--- config.mk ---
export PLATFORM = sky130hd
export DESIGN_NAME = fir_sequencer_flat
export DESIGN_NICKNAME = d
export VERILOG_FILES = /design/src/rtl/fir_sequencer_if.sv /design/src/rtl/fir_sequencer.sv /design/src/flat_wrapper.sv
export SDC_FILE = /design/constraint.sdc
export NUM_CORES = 1
export LEC_CHECK = 0
export CAP_MARGIN = 15
export CORE_UTILIZATION = 44
export DETAILED_ROUTE_END_ITERATION = 10
export GPL_TIMING_DRIVEN = 0
export PLACE_DENSITY = 0.78
export SYNTH_ARGS = -nofsm -noshare
export SYNTH_HDL_FRONTEND = slang
export SYNTH_SLANG_ARGS = --single-unit
--- constraint.sdc ---
create_clock -name clock -period 2.35 [get_ports clock]
set_clock_uncertainty 0.2 [all_clocks]
set_input_delay 0.705 -clock clock [delete_from_list [all_inputs] [get_ports clock]]
set_output_delay 0.705 -clock clock [all_outputs]
set_load 0.02 [all_outputs]
--- src/rtl/fir_sequencer_if.sv ---
// Handshake bundle between the FIR sequencer and its input FIFO, FIR core and output FIFO.
interface fir_sequencer_if #(
  parameter int unsigned DATA_WIDTH = 32
);
  logic                  enable;
  logic                  in_empty;
  logic [DATA_WIDTH-1:0] in_dout;
  logic                  in_rd_en;
  logic                  fir_rd_en;
  logic [DATA_WIDTH-1:0] fir_data;
  logic                  fir_valid;
  logic [DATA_WIDTH-1:0] fir_dotprod;
  logic                  fir_done;
  logic                  out_full;
  logic [DATA_WIDTH-1:0] out_din;
  logic                  out_wr_en;

  // Sequencer side
  modport master (
    input  enable, in_empty, in_dout, fir_rd_en, fir_dotprod, fir_done, out_full,
    output in_rd_en, fir_data, fir_valid, out_din, out_wr_en
  );

  // Environment side (FIFOs, FIR core, controller)
  modport slave (
    output enable, in_empty, in_dout, fir_rd_en, fir_dotprod, fir_done, out_full,
    input  in_rd_en, fir_data, fir_valid, out_din, out_wr_en
  );
endinterface

--- src/rtl/fir_sequencer.sv ---
// Moves DECIMATION_FACTOR samples from a FWFT FIFO into a FIR, waits for the
// dot product (with timeout) and pushes it into the output FIFO.
module fir_sequencer #(
  parameter int unsigned DATA_WIDTH        = 32,
  parameter int unsigned DECIMATION_FACTOR = 1,
  parameter int unsigned TIMEOUT_CYCLES    = 64
) (
  input  logic                  clock,
  input  logic                  reset,
  fir_sequencer_if.master       bus,
  output logic                  busy,
  output logic                  error,
  output logic [15:0]           samples_out,
  output logic [15:0]           stall_cycles
);

  localparam int unsigned FEED_W = 8;
  localparam int unsigned CNT_W  = 16;
  localparam logic [FEED_W-1:0] FEED_LAST = FEED_W'(DECIMATION_FACTOR - 1);
  localparam logic [CNT_W-1:0]  TO_LAST   = CNT_W'(TIMEOUT_CYCLES - 1);
  localparam logic [CNT_W-1:0]  CNT_MAX   = '1;

  typedef enum logic [1:0] {
    S_IDLE,
    S_FEED,
    S_WAIT_RESULT,
    S_WRITE_OUT
  } state_t;

  state_t                r_state;
  logic [FEED_W-1:0]     r_feed_cnt;
  logic [CNT_W-1:0]      r_timeout_cnt;
  logic [DATA_WIDTH-1:0] r_result;
  logic                  r_error;
  logic [CNT_W-1:0]      r_samples;
  logic [CNT_W-1:0]      r_stall;

  state_t                w_state_nxt;
  logic [FEED_W-1:0]     w_feed_cnt_nxt;
  logic [CNT_W-1:0]      w_timeout_cnt_nxt;
  logic [DATA_WIDTH-1:0] w_result_nxt;
  logic                  w_error_nxt;
  logic [CNT_W-1:0]      w_samples_nxt;
  logic [CNT_W-1:0]      w_stall_nxt;
  logic                  w_xfer;
  logic                  w_push;

  // State and datapath registers
  always_ff @(posedge clock or negedge reset) begin
    if (!reset) begin
      r_state       <= S_IDLE;
      r_feed_cnt    <= '0;
      r_timeout_cnt <= '0;
      r_result      <= '0;
      r_error       <= 1'b0;
      r_samples     <= '0;
      r_stall       <= '0;
    end else begin
      r_state       <= w_state_nxt;
      r_feed_cnt    <= w_feed_cnt_nxt;
      r_timeout_cnt <= w_timeout_cnt_nxt;
      r_result      <= w_result_nxt;
      r_error       <= w_error_nxt;
      r_samples     <= w_samples_nxt;
      r_stall       <= w_stall_nxt;
    end
  end

  // Next-state, counters and handshake strobes
  always_comb begin
    w_state_nxt       = r_state;
    w_feed_cnt_nxt    = r_feed_cnt;
    w_timeout_cnt_nxt = '0;
    w_result_nxt      = r_result;
    w_error_nxt       = r_error;
    w_samples_nxt     = r_samples;
    w_stall_nxt       = r_stall;
    w_xfer            = 1'b0;
    w_push            = 1'b0;

    // A result strobe while not waiting for one is a protocol violation.
    if (bus.fir_done && (r_state != S_WAIT_RESULT)) begin
      w_error_nxt = 1'b1;
    end

    case (r_state)
      S_IDLE: begin
        if (bus.enable) begin
          w_state_nxt = S_FEED;
        end
      end
      S_FEED: begin
        w_xfer = !bus.in_empty && bus.fir_rd_en;
        if (w_xfer) begin
          if (r_feed_cnt == FEED_LAST) begin
            w_feed_cnt_nxt = '0;
            w_state_nxt    = S_WAIT_RESULT;
          end else begin
            w_feed_cnt_nxt = r_feed_cnt + FEED_W'(1);
          end
        end
      end
      S_WAIT_RESULT: begin
        if (bus.fir_done) begin
          w_result_nxt = bus.fir_dotprod;
          w_state_nxt  = S_WRITE_OUT;
        end else if (r_timeout_cnt == TO_LAST) begin
          w_error_nxt = 1'b1;
          w_state_nxt = S_IDLE;
        end else begin
          w_timeout_cnt_nxt = r_timeout_cnt + CNT_W'(1);
        end
      end
      S_WRITE_OUT: begin
        if (!bus.out_full) begin
          w_push = 1'b1;
          if (r_samples != CNT_MAX) begin
            w_samples_nxt = r_samples + CNT_W'(1);
          end
          w_state_nxt = bus.enable ? S_FEED : S_IDLE;
        end else if (r_stall != CNT_MAX) begin
          w_stall_nxt = r_stall + CNT_W'(1);
        end
      end
      default: begin
        w_state_nxt = S_IDLE;
      end
    endcase
  end

  // Zero-latency pop-to-FIR path and registered status
  assign bus.in_rd_en  = w_xfer;
  assign bus.fir_valid = w_xfer;
  assign bus.fir_data  = bus.in_dout;
  assign bus.out_wr_en = w_push;
  assign bus.out_din   = r_result;
  assign busy          = (r_state != S_IDLE);
  assign error         = r_error;
  assign samples_out   = r_samples;
  assign stall_cycles  = r_stall;

endmodule

--- src/flat_wrapper.sv ---
// flat-port wrapper written by rule: the top's interface ports become plain ports
module fir_sequencer_flat 
#(
  parameter int unsigned DATA_WIDTH        = 32,
  parameter int unsigned DECIMATION_FACTOR = 1,
  parameter int unsigned TIMEOUT_CYCLES    = 64
)
  (clock, reset, busy, error, samples_out, stall_cycles, bus_enable, bus_in_empty, bus_in_dout, bus_fir_rd_en, bus_fir_dotprod, bus_fir_done, bus_out_full, bus_in_rd_en, bus_fir_data, bus_fir_valid, bus_out_din, bus_out_wr_en);
  fir_sequencer_if #(.DATA_WIDTH(DATA_WIDTH)) bus_i ();
  input  logic clock;
  input  logic reset;
  output logic busy;
  output logic error;
  output logic [15:0] samples_out;
  output logic [15:0] stall_cycles;
  input wire logic [$bits(bus_i.enable)-1:0] bus_enable;
  input wire logic [$bits(bus_i.in_empty)-1:0] bus_in_empty;
  input wire logic [$bits(bus_i.in_dout)-1:0] bus_in_dout;
  input wire logic [$bits(bus_i.fir_rd_en)-1:0] bus_fir_rd_en;
  input wire logic [$bits(bus_i.fir_dotprod)-1:0] bus_fir_dotprod;
  input wire logic [$bits(bus_i.fir_done)-1:0] bus_fir_done;
  input wire logic [$bits(bus_i.out_full)-1:0] bus_out_full;
  output wire logic [$bits(bus_i.in_rd_en)-1:0] bus_in_rd_en;
  output wire logic [$bits(bus_i.fir_data)-1:0] bus_fir_data;
  output wire logic [$bits(bus_i.fir_valid)-1:0] bus_fir_valid;
  output wire logic [$bits(bus_i.out_din)-1:0] bus_out_din;
  output wire logic [$bits(bus_i.out_wr_en)-1:0] bus_out_wr_en;
  assign bus_i.enable = bus_enable;
  assign bus_i.in_empty = bus_in_empty;
  assign bus_i.in_dout = bus_in_dout;
  assign bus_i.fir_rd_en = bus_fir_rd_en;
  assign bus_i.fir_dotprod = bus_fir_dotprod;
  assign bus_i.fir_done = bus_fir_done;
  assign bus_i.out_full = bus_out_full;
  assign bus_in_rd_en = bus_i.in_rd_en;
  assign bus_fir_data = bus_i.fir_data;
  assign bus_fir_valid = bus_i.fir_valid;
  assign bus_out_din = bus_i.out_din;
  assign bus_out_wr_en = bus_i.out_wr_en;
  fir_sequencer #(.DATA_WIDTH(DATA_WIDTH), .DECIMATION_FACTOR(DECIMATION_FACTOR), .TIMEOUT_CYCLES(TIMEOUT_CYCLES)) u_core (.clock(clock), .reset(reset), .bus(bus_i), .busy(busy), .error(error), .samples_out(samples_out), .stall_cycles(stall_cycles));
endmodule
==> results.txt <==
- Effective utilization at floorplan: 45.4%
- After clock tree synthesis, the clock-pin slew on the worst setup and hold paths is 90 ps.
- The congestion estimate from routability-driven global placement came to 0.779.
- Crit path capture type: output pin
- Drt first-iter violations: about 110
* TritonRoute pass-1 iters: 4
* Wire length of the first global-routing pass: roughly 15000 um
* Cell type of the slowest stage on the worst timing path: nor4bb_4
* Total routing resource utilization after global routing: 19.0%
* Grt total ovfl: 0
- In this run, synthesis inferred 0 flip-flops with an integrated enable.
- Crit Path Category: input port to output pin
* Proportion of synthesized flip-flops having asynchronous set or reset: between 90% and 100%
- Largest family of logic cells by synthesized area: simple AND/OR/NAND/NOR gates
- Counting every instance in the synthesized netlist gives 386.
* Cell Area, Synth: 0.00441 mm^2
* Slew at the pin closest to its max-slew limit: around 570 ps
- Leading register cell type out of synthesis: dfrtp_1
* Synth top area share: about half
- From synthesis to final layout, the design area changed by 42.8%.
* Largest voltage drop on the vdd net: between 0.5 and 0.6 mV
- # IOs: ~170
- Number of fill cells: between 700 and 800
- Mux cell area share after synthesis: under 10%
* Via-to-Cell Ratio: 5.00
- The routed design has between 9000 and 10000 um of wire.
* Xor-xnor portion of the synthesized cell area: 9.33%
* Maximum frequency from static timing analysis: ~420 MHz
- Number of buffers added by the clock tree synthesis step: 9
* Detailed-route via count: between 3k and 4k
- TritonCTS built the clock tree.
- The hold violation total from the final report was 0.
- In the final layout, the share of cells above drive strength 1 is 22.5%.
* Total non-filler cell area in the finished layout: approximately 0.0063 mm^2
- Headroom to the max-slew limit came out at between 60% and 70%.
* Most repeated cell in the gate-level netlist after synthesis: dfrtp_1
* Die Outline Area: 0.0104 mm^2
- Sequential cells burn approximately two fifths of the power.
* Synthesis Warnings: 0
- Grouping stages by cell kind, the critical path spends the most delay in buffers and inverters.
- Row generation in the floorplan step produced 36 rows.
- Adder and majority cell fraction of the synthesized area: about 1.4%
- The analysis attributes to net switching a power of 1.55 mW.
* CTS Root Buffer Type: clkbuf_8
- Depth of the worst register-to-register path: 6
- Synthesized netlist net count: 462
- Once placement completed, the tool counted placed cells totaling roughly 660.
- HPWL after detailed placement: 6940 um
- The die is about 100 um tall.
* End of the critical path: bus_in_rd_en
- Largest fanout on the critical path: 3
- Internal reg-to-reg setup slack: about 170 ps
* Area fraction in compound gates after synthesis: 1.28%
- The repair_antennas step left the layout with diodes totalling 0.
- Of the total power, combinational logic draws 33.8%.
* Horizontal die dimension: approximately 100 um
- Number of antenna violations at the first check in global routing: 0
- Max-capacitance violation count: 0
- NumNets Final: just over 600
- Run status: finished with violations
- The worst register-to-register path ends at u_core.r_state[0].
* Vias in the first global route: about 3.4k
* Data required time of the worst path: 1440 ps
- In the finished design, the share of the clock period the worst path needs comes to 101%.
- Int Power: approximately 3.4 mW
- Per-instance average area after synthesis: roughly 11 um^2
- The critical path runs through a total of 5 cells.
- By area the synthesized netlist is led by dfrtp_1, mux2_2, buf_4.
- Library cells used by synthesis: between 40 and 50
- Share of total power consumed by net switching: approximately 31%
- Setup repair after global routing missed its margin: yes
* Worst Path Arrival: about 1500 ps
* Count of H-tree levels built during CTS: 3
- Of the synthesized area, sequential elements account for between 50% and 60%.
- Tracing the worst setup path back leads to its startpoint at bus_in_empty.
- Min cycle time layout: approximately 2400 ps
- Of the total synthesized cell area, the portion taken by AND, OR, NAND and NOR gates is between 10% and 20%.
- Hold timing on the final database bottoms out at a slack of 135 ps.
- Total core area: about 0.0097 mm^2
- Clock power share: around 25%
* Average wire per cell in the routed design: between 10 and 15 um
- Together, buffers and inverters on the worst path number 4.
- The clock drives 91 sinks.
- For this design the ratio of total power to cell area is between 700 and 800 mW/mm^2.
- The analysis attributes to cell leakage a power of just over 3 nW.
* Worst reg2reg startpoint: u_core.r_feed_cnt[1]
* Buffers added on ports: around 140
- Element type at the critical path start: input port
* Cell Chain, Critical Path: buf_2, nor4bb_4, buf_6, buf_6, buf_6
- Number of standard cells in the layout, taps in and fillers out: approximately 680
* CTS Buffer Depth: 2
- Top cell by count, worst path: buf_6
- Failing checks: setup timing
* Flip-flop and latch count after synthesis: 91
- Max Slew Vio Count: 0
- Count of unresolved DRC violations after routing: 0
- Slowest cell delay on critical path: roughly 310 ps
- Dominant cell type by area after synthesis: dfrtp_1
- Hold_buf cts: 0
* Number of antenna-violating nets in the routed design: 0
* Clock latency reported for the late side of the worst-skew pair: around 350 ps
- Summing all placed instances gives a cell area of 0.00601 mm^2.
* Largest net degree at the start of global routing: 49
- Once routing completed, OpenROAD measured the worst setup slack at -28.1 ps.
* Cell types with the highest counts after synthesis: dfrtp_1, mux2_2, buf_4, xor2_1, nor2_1
- Setup-violating endpoint count in the final report: 1
* Min-Delay Path Class: input port to asynchronous set/reset pin
through the flow:
step	setup TNS, ps	util [%]	setup slack [ps]	power [mW]
6_report	-28.1	64.8	-28.1	4.96
5_1_grt	-195	64.8	-110	5.23
4_1_cts	-33.1	64.5	-33.1	4.99
3_5_place_dp	-17560	61.7	-1040	3.73
3_3_place_gp	-281220	61.5	-2920	3.67
2_1_floorplan	0	-	31.2	2.93
area by class of cell:
type	instances	area (um^2)	share of cell area (%)
flip-flops and latches	91	2280	36.1
multi-input cells	243	1840	29.1
repair buffers	145	1440	22.8
plain buffers	42	317	5.02
well taps	133	166	2.64
clock buffers	11	151	2.40
clock inverters	5	83.8	1.33
inverters	9	33.8	0.536
power by group through the flow:
| stage | registers, mW | clock network [mW] | logic, mW |
|---|---|---|---|
| floorplan | 2.34 | 0 | 0.587 |
| global placement | 2.06 | 0 | 1.60 |
| detailed placement | 2.08 | 0 | 1.64 |
| CTS | 2.06 | 1.25 | 1.68 |
| global route | 2.11 | 1.32 | 1.80 |
| finish | 2.07 | 1.22 | 1.67 |
placed cells by master, fill, tap and decap left out, types with 3 or more instances in the layout:
cell type | synthesis | routed
xnor2_1 | 19 | 19
inv_1 | 9 | 8
nand4_1 | 14 | 14
buf_2 | 5 | 5
nor4_1 | 14 | 14
xor2_1 | 28 | 28
nand2_1 | 21 | 21
ha_1 | 5 | 5
nor4b_1 | 3 | 3
buf_6 | 0 | 5
nor2_1 | 23 | 23
buf_4 | 33 | 39
nor3b_1 | 4 | 4
mux2_2 | 35 | 35
clkbuf_8 | 0 | 12
dlymetal6s2s_1 | 0 | 10
nand2b_1 | 3 | 3
dlygate4sd2_1 | 0 | 16
clkbuf_2 | 0 | 4
dfrtp_1 | 91 | 90
clkdlybuf4s50_1 | 0 | 105
nor4_4 | 2 | 3
a21oi_1 | 3 | 3
nor3_1 | 18 | 18
and3_1 | 4 | 4
nand3_1 | 19 | 19
worst min-delay path by stage:
stage | endpoint | slack (ps) | depth (start not counted)
5_1_grt | u_core.r_feed_cnt[1] | 170 | 1
6_report | u_core.r_feed_cnt[1] | 130 | 1
3_5_place_dp | u_core.r_feed_cnt[7] | 260 | 1
4_1_cts | u_core.r_feed_cnt[1] | 150 | 1
2_1_floorplan | u_core.bus.out_din[0] | 210 | 0
3_3_place_gp | u_core.r_feed_cnt[7] | 250 | 1
layer usage:
metal	track usage [%]	vias up	routed length, um	part of all wire [%]
met1	23.3	1648	4010	42
met5	0	-	0	0
met3	5.13	8	626	6.6
li1	-	1624	-	-
met4	6.37	0	112	1.2
met2	32.6	116	4770	50
what timing repair did:
item	CTS	global route
setup endpoints to repair	39	27
pin swaps	1	3
setup buffers	4	1
hold endpoints to repair	0	0
gates resized for setup	56	17
kinds of logic (layout without fill, tap and decap cells):
family                   after synthesis  count (layout)
AND/OR/NAND/NOR                      145             145
buffers and inverters                 52             212
AO/OA/AOI/OAI                          9               9
flip-flops                            91              91
multiplexers                          37              37
adder cells (fa/ha/maj)                5               5
XOR/XNOR                              47              47
registers in the layout, summed over array words and instances, names as in the netlist:
register,cells
u_core.error,1
u_core.samples_out,16
u_core.bus.out_din,32
u_core.r_feed_cnt,8
u_core.stall_cycles,16
u_core.r_state,2
u_core.r_timeout_cnt,16
No activity file was read; power rests on OpenSTA's default activity.
